**config.mk**
```make
export PLATFORM = sky130hd
export DESIGN_NAME = nbit_addsub_seq
export DESIGN_NICKNAME = d
export VERILOG_FILES = /design/src/rtl/nbit_addsub_seq.sv
export SDC_FILE = /design/constraint.sdc
export NUM_CORES = 1
export LEC_CHECK = 0
export CORE_MARGIN = 2
export CORE_UTILIZATION = 51
export DETAILED_ROUTE_END_ITERATION = 16
export GPL_TIMING_DRIVEN = 0
export HOLD_SLACK_MARGIN = 0.05
export PLACE_DENSITY = 0.82
export SETUP_SLACK_MARGIN = 0.5
export SYNTH_ARGS = -nofsm -noshare
export SYNTH_HDL_FRONTEND = slang
export SYNTH_SLANG_ARGS = --single-unit
```
**constraint.sdc**
```tcl
create_clock -name clk -period 4.8 [get_ports clk]
set_input_delay 0.96 -clock clk [delete_from_list [all_inputs] [get_ports clk]]
set_output_delay 0.96 -clock clk [all_outputs]
set_load 0.005 [all_outputs]
```
**src/rtl/nbit_addsub_seq.sv**
```systemverilog
// Iterative N-bit adder/subtractor. It processes CHUNK bits per cycle, starting
// with the least-significant chunk, and keeps the inter-chunk carry in a register.
// Handshake: a transfer happens on a rising edge where valid and ready are both 1.
// The producer holds its data until then, and ready does not depend on valid.
module nbit_addsub_seq #(
    parameter int N     = 32,
    parameter int CHUNK = 8
) (
    input  logic         clk,
    input  logic         rst,
    input  logic         in_valid,
    output logic         in_ready,
    input  logic [N-1:0] a,
    input  logic [N-1:0] b,
    input  logic         c_in,
    input  logic         op,
    output logic         out_valid,
    input  logic         out_ready,
    output logic [N-1:0] sum,
    output logic         c_out,
    output logic         ovf,
    output logic         zero
);

    localparam int NCHUNK = N / CHUNK;
    localparam int CNT_W  = (NCHUNK > 1) ? $clog2(NCHUNK) : 1;

    typedef enum logic [1:0] {
        IDLE = 2'd0,
        CALC = 2'd1,
        DONE = 2'd2
    } state_t;

    // The state register is kept as a named signal so checkers can observe the FSM.
    state_t state;
    state_t state_next;

    logic [N-1:0]     a_q;
    logic [N-1:0]     b_q;        // effective operand: b for add, ~b for subtract
    logic             op_q;
    logic             carry_q;
    logic [CNT_W-1:0] cnt;

    logic             accept;
    logic             last_chunk;
    logic [CHUNK-1:0] a_chunk;
    logic [CHUNK-1:0] b_chunk;
    logic [CHUNK:0]   chunk_res;
    logic [N-1:0]     sum_next;

    // One chunk of the ripple: select the current slice, add it, and merge it into the result.
    always_comb begin
        accept     = in_valid && (state == IDLE);
        last_chunk = (cnt == CNT_W'(NCHUNK - 1));
        a_chunk    = a_q[int'(cnt) * CHUNK +: CHUNK];
        b_chunk    = b_q[int'(cnt) * CHUNK +: CHUNK];
        chunk_res  = {1'b0, a_chunk} + {1'b0, b_chunk} + {{CHUNK{1'b0}}, carry_q};
        sum_next   = sum;
        sum_next[int'(cnt) * CHUNK +: CHUNK] = chunk_res[CHUNK-1:0];
    end

    // FSM state register. Reset wins over everything else.
    always_ff @(posedge clk) begin
        if (rst) begin
            state <= IDLE;
        end else begin
            state <= state_next;
        end
    end

    // FSM next state and handshake outputs.
    always_comb begin
        state_next = state;
        in_ready   = 1'b0;
        out_valid  = 1'b0;
        case (state)
            IDLE: begin
                in_ready = 1'b1;
                if (in_valid) begin
                    state_next = CALC;
                end
            end
            CALC: begin
                if (last_chunk) begin
                    state_next = DONE;
                end
            end
            DONE: begin
                out_valid = 1'b1;
                if (out_ready) begin
                    state_next = IDLE;
                end
            end
            default: state_next = IDLE;
        endcase
    end

    // Datapath: latch operands on accept, then build the result one chunk per CALC cycle.
    always_ff @(posedge clk) begin
        if (rst) begin
            a_q     <= '0;
            b_q     <= '0;
            op_q    <= 1'b0;
            carry_q <= 1'b0;
            cnt     <= '0;
            sum     <= '0;
            c_out   <= 1'b0;
            ovf     <= 1'b0;
            zero    <= 1'b0;
        end else if (accept) begin
            a_q     <= a;
            b_q     <= op ? ~b : b;
            op_q    <= op;
            carry_q <= c_in;
            cnt     <= '0;
        end else if (state == CALC) begin
            sum     <= sum_next;
            carry_q <= chunk_res[CHUNK];
            cnt     <= cnt + 1'b1;
            if (last_chunk) begin
                // A subtract reports a borrow, which is the inverted final carry.
                c_out <= chunk_res[CHUNK] ^ op_q;
                // b_q is already inverted for subtract, so one rule covers both ops:
                // the operands have the same sign and the result sign differs from it.
                ovf   <= (a_q[N-1] == b_q[N-1]) && (sum_next[N-1] != a_q[N-1]);
                zero  <= (sum_next == '0);
            end
        end
    end

endmodule

```
== Yosys cells after proc, flatten, opt, wreduce, memory -nomap -nowiden ==
Index checks and enable logic that the tools add are counted.

* Output and inout port bits: 37
* Bits in registers: 105
* Word-level logic and storage cells: 48
* Input bits: 70

* Mux-type cells: 10
* Equality and inequality tests: 8
* Reductions and logical operators: 9
* Bitwise logic cells: 3
* Add/subtract/negate cells: 4
* Shift-type cells: 4

{| class="wikitable"
|+ Operator list
! kind !! number
|-
| 32-bit by 6-bit variable part select with 8-bit output || 2
|-
| 5-bit negation with 33-bit output || 1
|-
| 8-bit by 33-bit variable shift with 32-bit output (first input constant) || 1
|-
| 8-bit by 33-bit variable part select with 32-bit output || 1
|-
| 32-bit bitwise mux || 1
|-
| 32-bit zero test || 1
|-
| 32-bit two-way mux || 1
|-
| 32-bit inverter || 1
|-
| 8-bit by 8-bit adder with 9-bit output || 1
|-
| 9-bit by 1-bit adder with 9-bit output || 1
|-
| 2-bit two-way mux || 3
|-
| 2-bit inequality test (second input constant) || 3
|-
| 2-bit one-hot mux with 3 select lines || 1
|-
| 3-bit AND reduction || 2
|-
| 2-bit equality test (second input constant) || 2
|-
| 1-bit two-way mux || 4
|-
| 2-bit by 1-bit adder with 2-bit output (second input constant) || 1
|-
| 2-bit by 1-bit equality test with 1-bit output (second input constant) || 1
|-
| 1-bit logical AND || 2
|-
| 2-bit zero test || 1
|-
| 2-bit AND reduction || 1
|-
| 2-bit nonzero test || 1
|-
| 2-bit OR reduction || 1
|-
| 1-bit equality test || 1
|-
| 3 further kinds || 3
|}

== Longest topological paths before layout ==
* Depth in word-level cells: 7
* Depth in mapped cells: 12
* Mapped depth without buffers: 10

== Least setup slack after synthesis ==
Ideal clock, no wire load.

* Path type: register to register
* From: register cnt[0]
* To: register ovf
* Cell stages (with the launch flop): 12
* Required time: 4660 ps
* Buffers on the path: 3
* Library setup time: 140 ps
* Path slack: 1264 ps
* Clock period less this slack: 3536 ps
* Arrival: 3396 ps
* Cell sequence: dfxtp_1 buf_2 buf_1 mux4_2 ha_1 buf_6 or2_1 or4b_4 o221ai_4 a22o_4 mux2i_1 a311oi_1

* Cells in the longest elaborated chain, start to end: 7
* Elaborated cells between the ends (all ways): 12
* Classes of those cells: add/sub: 3; eq/ne: 2; shift: 4; mux: 1; reduce/logical: 2

{| class="wikitable"
|+ RTL lines
! element !! line !! source
|-
| start, declared || 42 || <nowiki>logic [CNT_W-1:0] cnt;</nowiki>
|-
| start signal, assigned || 119 || <nowiki>cnt <= cnt + 1'b1;</nowiki>
|-
| 32-bit by 6-bit variable part select with 8-bit output (on tied branches) || 55, 56 ||
|-
| 8-bit by 8-bit adder with 9-bit output || 57 || <nowiki>chunk_res = {1'b0, a_chunk} + {1'b0, b_chunk} + {{CHUNK{1'b0}}, carry_q};</nowiki>
|-
| 9-bit by 1-bit adder with 9-bit output || 57 ||
|-
| 8-bit by 33-bit variable part select with 32-bit output || 59 || <nowiki>sum_next[int'(cnt) * CHUNK +: CHUNK] = chunk_res[CHUNK-1:0];</nowiki>
|-
| 32-bit bitwise mux || 59 ||
|-
| 1-bit inequality test || 125 || <nowiki>ovf <= (a_q[N-1] == b_q[N-1]) && (sum_next[N-1] != a_q[N-1]);</nowiki>
|-
| 1-bit logical AND || 125 ||
|-
| end signal, assigned || 125 ||
|-
| end, declared || 21 || <nowiki>output logic ovf,</nowiki>
|}

Parallel ways exist; a longest one is shown, timed or not.
A chain may end at the register's enable or synchronous reset.

== Worst setup path in the final report ==
* From: register cnt[0]
* To: register zero

* Cells in the longest elaborated chain, start to end: 6
* Elaborated cells between the ends (all ways): 11
* Classes of those cells: add/sub: 3; eq/ne: 1; shift: 4; mux: 1; reduce/logical: 2

{| class="wikitable"
|+ RTL lines
! element !! line !! source
|-
| 32-bit by 6-bit variable part select with 8-bit output (on tied branches) || 55, 56 ||
|-
| 8-bit by 8-bit adder with 9-bit output || 57 ||
|-
| 9-bit by 1-bit adder with 9-bit output || 57 ||
|-
| 8-bit by 33-bit variable part select with 32-bit output || 59 ||
|-
| 32-bit bitwise mux || 59 ||
|-
| 32-bit zero test || 126 || <nowiki>zero <= (sum_next == '0);</nowiki>
|-
| end signal, assigned || 126 ||
|-
| end, declared || 22 || <nowiki>output logic zero</nowiki>
|}

Parallel ways exist; a longest one is shown, timed or not.

==> metrics.md <==
| Metric | Value |
|---|---|
| Status | finished, final reports clean |
| Switching share of power | 30.2% |
| Yosys Warn Count | 0 |
| Net Switching | 597 uW |
| P_leak | 2.26 nW |
| Simple-Gate Fraction of Synth Area | 17.1% |
| Min-delay src | a_q[10] |
| Setup TNS | 0 ns |
| GPL Wtd Cong | 0.940 |
| Comb pwr share | 21.5% |
| Crit-path slowest cell | mux4_2 |
| Clock transition at the registers of the reported paths | 0.11 ns |
| Share of cells above drive strength 1 | 6.59% |
| CP Cell Sequence | buf_2 -> mux4_2 -> fa_1 -> inv_1 -> fa_1 -> xnor2_1 -> or3_1 -> a2111oi_0 -> nor4b_1 -> o211ai_1 -> o31ai_1 |
| Fill cells | 816 |
| CP startpoint kind | flop |
| Core area | 9680 sq um |
| Post-DP HPWL | 10600 um |
| CP Data Required Time | 5.10 ns |
| WL/cell | 17.0 um |
| Cell count after synthesis | 563 |
| DRT iter0 DRCs | 244 |
| Clock tree buffer depth | 2 |
| Post-Syn Area | 5030 sq um |
| Crit end category | flop |
| Post-synthesis sequential area ratio | 41.8% |
| Register share of total power | 48.2% |
| Top post-synthesis cells by area | dfxtp_1 (42%), mux4_2 (7.2%), xnor2_1 (6.1%) |
| #FFs+latches synth | 105 |
| Largest family of logic cells by synthesized area | compound AO/OA/AOI/OAI gates |
| Clk_lat worst skew | 0.39 ns |
| Ports | 107 |
| Clk sink count | 105 |
| Overflow after GRT | 0 |
| CTS H-tree lvls | 3 |
| DRC viols | 0 |
| Worst slew margin | 39.2% |
| CTS Hold Buffers Added | 0 |
| Worst reg2reg path startpoint | cnt[0] |
| Mean Syn Cell Area | 8.94 sq um |
| Setup violators final | 0 |
| DRT Pass-1 Iters | 5 |
| Root Buffer | clkbuf_8 |
| Internal | 1.38 mW |
| CTS tree | done |
| Vias in the first global route | 4580 |
| CP Class | reg -> reg |
| Critical Path AT | 4.28 ns |
| Post-synth EDFFs | 0 |
| Dominant synthesized flop cell | dfxtp_1 |
| Synth unique cells | 47 |
| Clk pwr share | 30.2% |
| DRT Wirelength | 13900 um |
| Xor-xnor portion of the synthesized cell area | 6.09% |
| Hold Crit Endpoint | a_q[10] |
| DIE AREA | 10700 sq um |
| Worst Skew | 0.0181 ns |
| Crit-path max FO | 10 |
| Fin. max-slew vios | 0 |
| Die Wd | 103 um |
| GRT Total Usage | 27.0% |
| Commonest cells post-synth | dfxtp_1 (105), nand2_1 (78), nor2_1 (78) |
| F_max | 251 MHz |
| Synth async-reset ratio | 0% |
| Critical Path Max Stage Delay | 0.58 ns |
| Layout area overhead | 28.5% |
| Final Cycle Share | 82.9% |
| Mux contribution to synthesized area | 7.76% |
| Via/cell ratio | 5.78 |
| Synth Area in Adders | 4.03% |
| Initial antenna violation count | 0 |
| CTS buffer count | 9 |
| Height of the die | 103 um |
| Hold Crit Class | reg -> reg |
| RSZ-0062 raised after global routing | no |
| Hold depth | 2 |
| Max Cap Viol | 0 |
| Starting Density | 52.0% |
| Final hold slack | 0.465 ns |
| Dominant cell type by area after synthesis | dfxtp_1 |
| IO Port Bufs | 104 |
| Most numerous cell in the Yosys netlist | dfxtp_1 |
| Row count | 36 |
| Pwr Density | 306 nW/um^2 |
| Complex-gate fraction of the synthesized area | 19.3% |
| Final hold viol count | 0 |
| Maximum vdd drop | 0.178 mV |
| R2R Setup Slk | 0.82 ns |
| Post-route ant nets | 0 |
| Vias | 4716 |
| Share of the synthesized area in the top cell type | 41.8% |
| Post-synth net total | 648 |
| Final min period | 3.98 ns |
| Slew at the pin closest to its max-slew limit | 0.905 ns |
| Largest net degree at the start of global routing | 20 |
| Reg2reg path depth | 11 |
| Most used cell, CP | fa_1 |
| WP buf/inv | 2 |
| Antenna cells | 0 |
| Nets@finish | 763 |
| Global-route wire length before repair | 22100 um |
| Cell family with most CP delay | compound AO/OA/AOI/OAI gates |
| Reg-to-reg endpoint | zero |
## kinds of logic (layout without fill, tap and decap cells)
logic type               Yosys count  count (layout)
AO/OA/AOI/OAI                    141             141
AND/OR/NAND/NOR                  198             198
adder cells (fa/ha/maj)           15              15
flip-flops                       105             105
buffers and inverters             50             170
XOR/XNOR                          35              35
multiplexers                      19              19
## per-stage QoR
step,instance area [sq um],cells,setup slack (ns),total power [mW],util [%]
after floorplan,5030,563,1.26,1.23,-
after global placement,6240,800,0.621,1.38,64.4
after detailed placement,6240,800,0.546,1.39,64.4
after CTS,6460,816,0.699,1.98,66.7
after global routing,6470,816,0.542,2.05,66.8
final,6470,816,0.821,1.98,66.8
## flip-flops by register name (all words and copies together) (netlist names)
signal,flops
sum,32
carry_q,1
op_q,1
state,2
a_q,32
zero,1
b_q,32
c_out,1
ovf,1
cnt,2
## cells in the final DEF, fill, tap and decap left out, drive strengths merged, types with 5 or more instances in the layout
cell type      count
a211oi            34
a21oi             45
a22oi             30
buf                7
clkbuf            42
clkdlybuf4s50    104
dfxtp            105
ha                13
inv               14
mux4              16
nand2             78
nand2b             5
nand3              5
nor2              78
nor3               9
o21ai              7
xnor2             35
## how the worst max path moves through the flow
stage          startpoint  endpoint  slack (ns)  cells after the start
6_report           cnt[0]      zero        0.82                     11
5_1_grt            cnt[0]      zero        0.54                     11
4_1_cts            cnt[1]      zero        0.70                     12
3_5_place_dp       cnt[1]      zero        0.55                     12
3_3_place_gp       cnt[1]      zero        0.62                     12
2_1_floorplan      cnt[0]       ovf        1.26                     11
## layout make-up
class / instances / area [sq um] / area share (%)
Multi-Input combinational cell: 408 / 2730 / 42.3
Clock buffer: 10 / 138 / 2.13
Sequential cell: 105 / 2100 / 32.5
Buffer: 39 / 160 / 2.48
Tap cell: 133 / 166 / 2.57
Clock inverter: 6 / 83.8 / 1.30
Timing Repair Buffer: 104 / 1040 / 16.1
Inverter: 11 / 41.3 / 0.639
## worst min-delay path, cell delays in order, from the launching register on
cell and delay (ns):
dfxtp_1 0.33, nand2_1 0.05, a21oi_1 0.05
## what timing repair did
action | CTS | global route
setup endpoints to repair | 1 | 2
pin swaps | 0 | 0
buffers inserted | 0 | 0
gates resized for setup | 1 | 3
## power by group through the flow
stage	Combinational, mW	Clock, mW	Sequential, mW
CTS	0.426	0.603	0.953
finish	0.426	0.599	0.955
floorplan	0.268	0	0.960
detailed placement	0.421	0	0.972
global placement	0.409	0	0.970
global route	0.465	0.630	0.959
## metal layers
metal	vias up	share of wire [%]	global-route usage, %
met4	0	4.3	14.8
met3	39	6.1	4.97
met2	208	49	46.5
met5	-	0	0
li1	2231	-	-
met1	2238	40	31.7
Note: power is estimated with default switching activity, not from simulation.
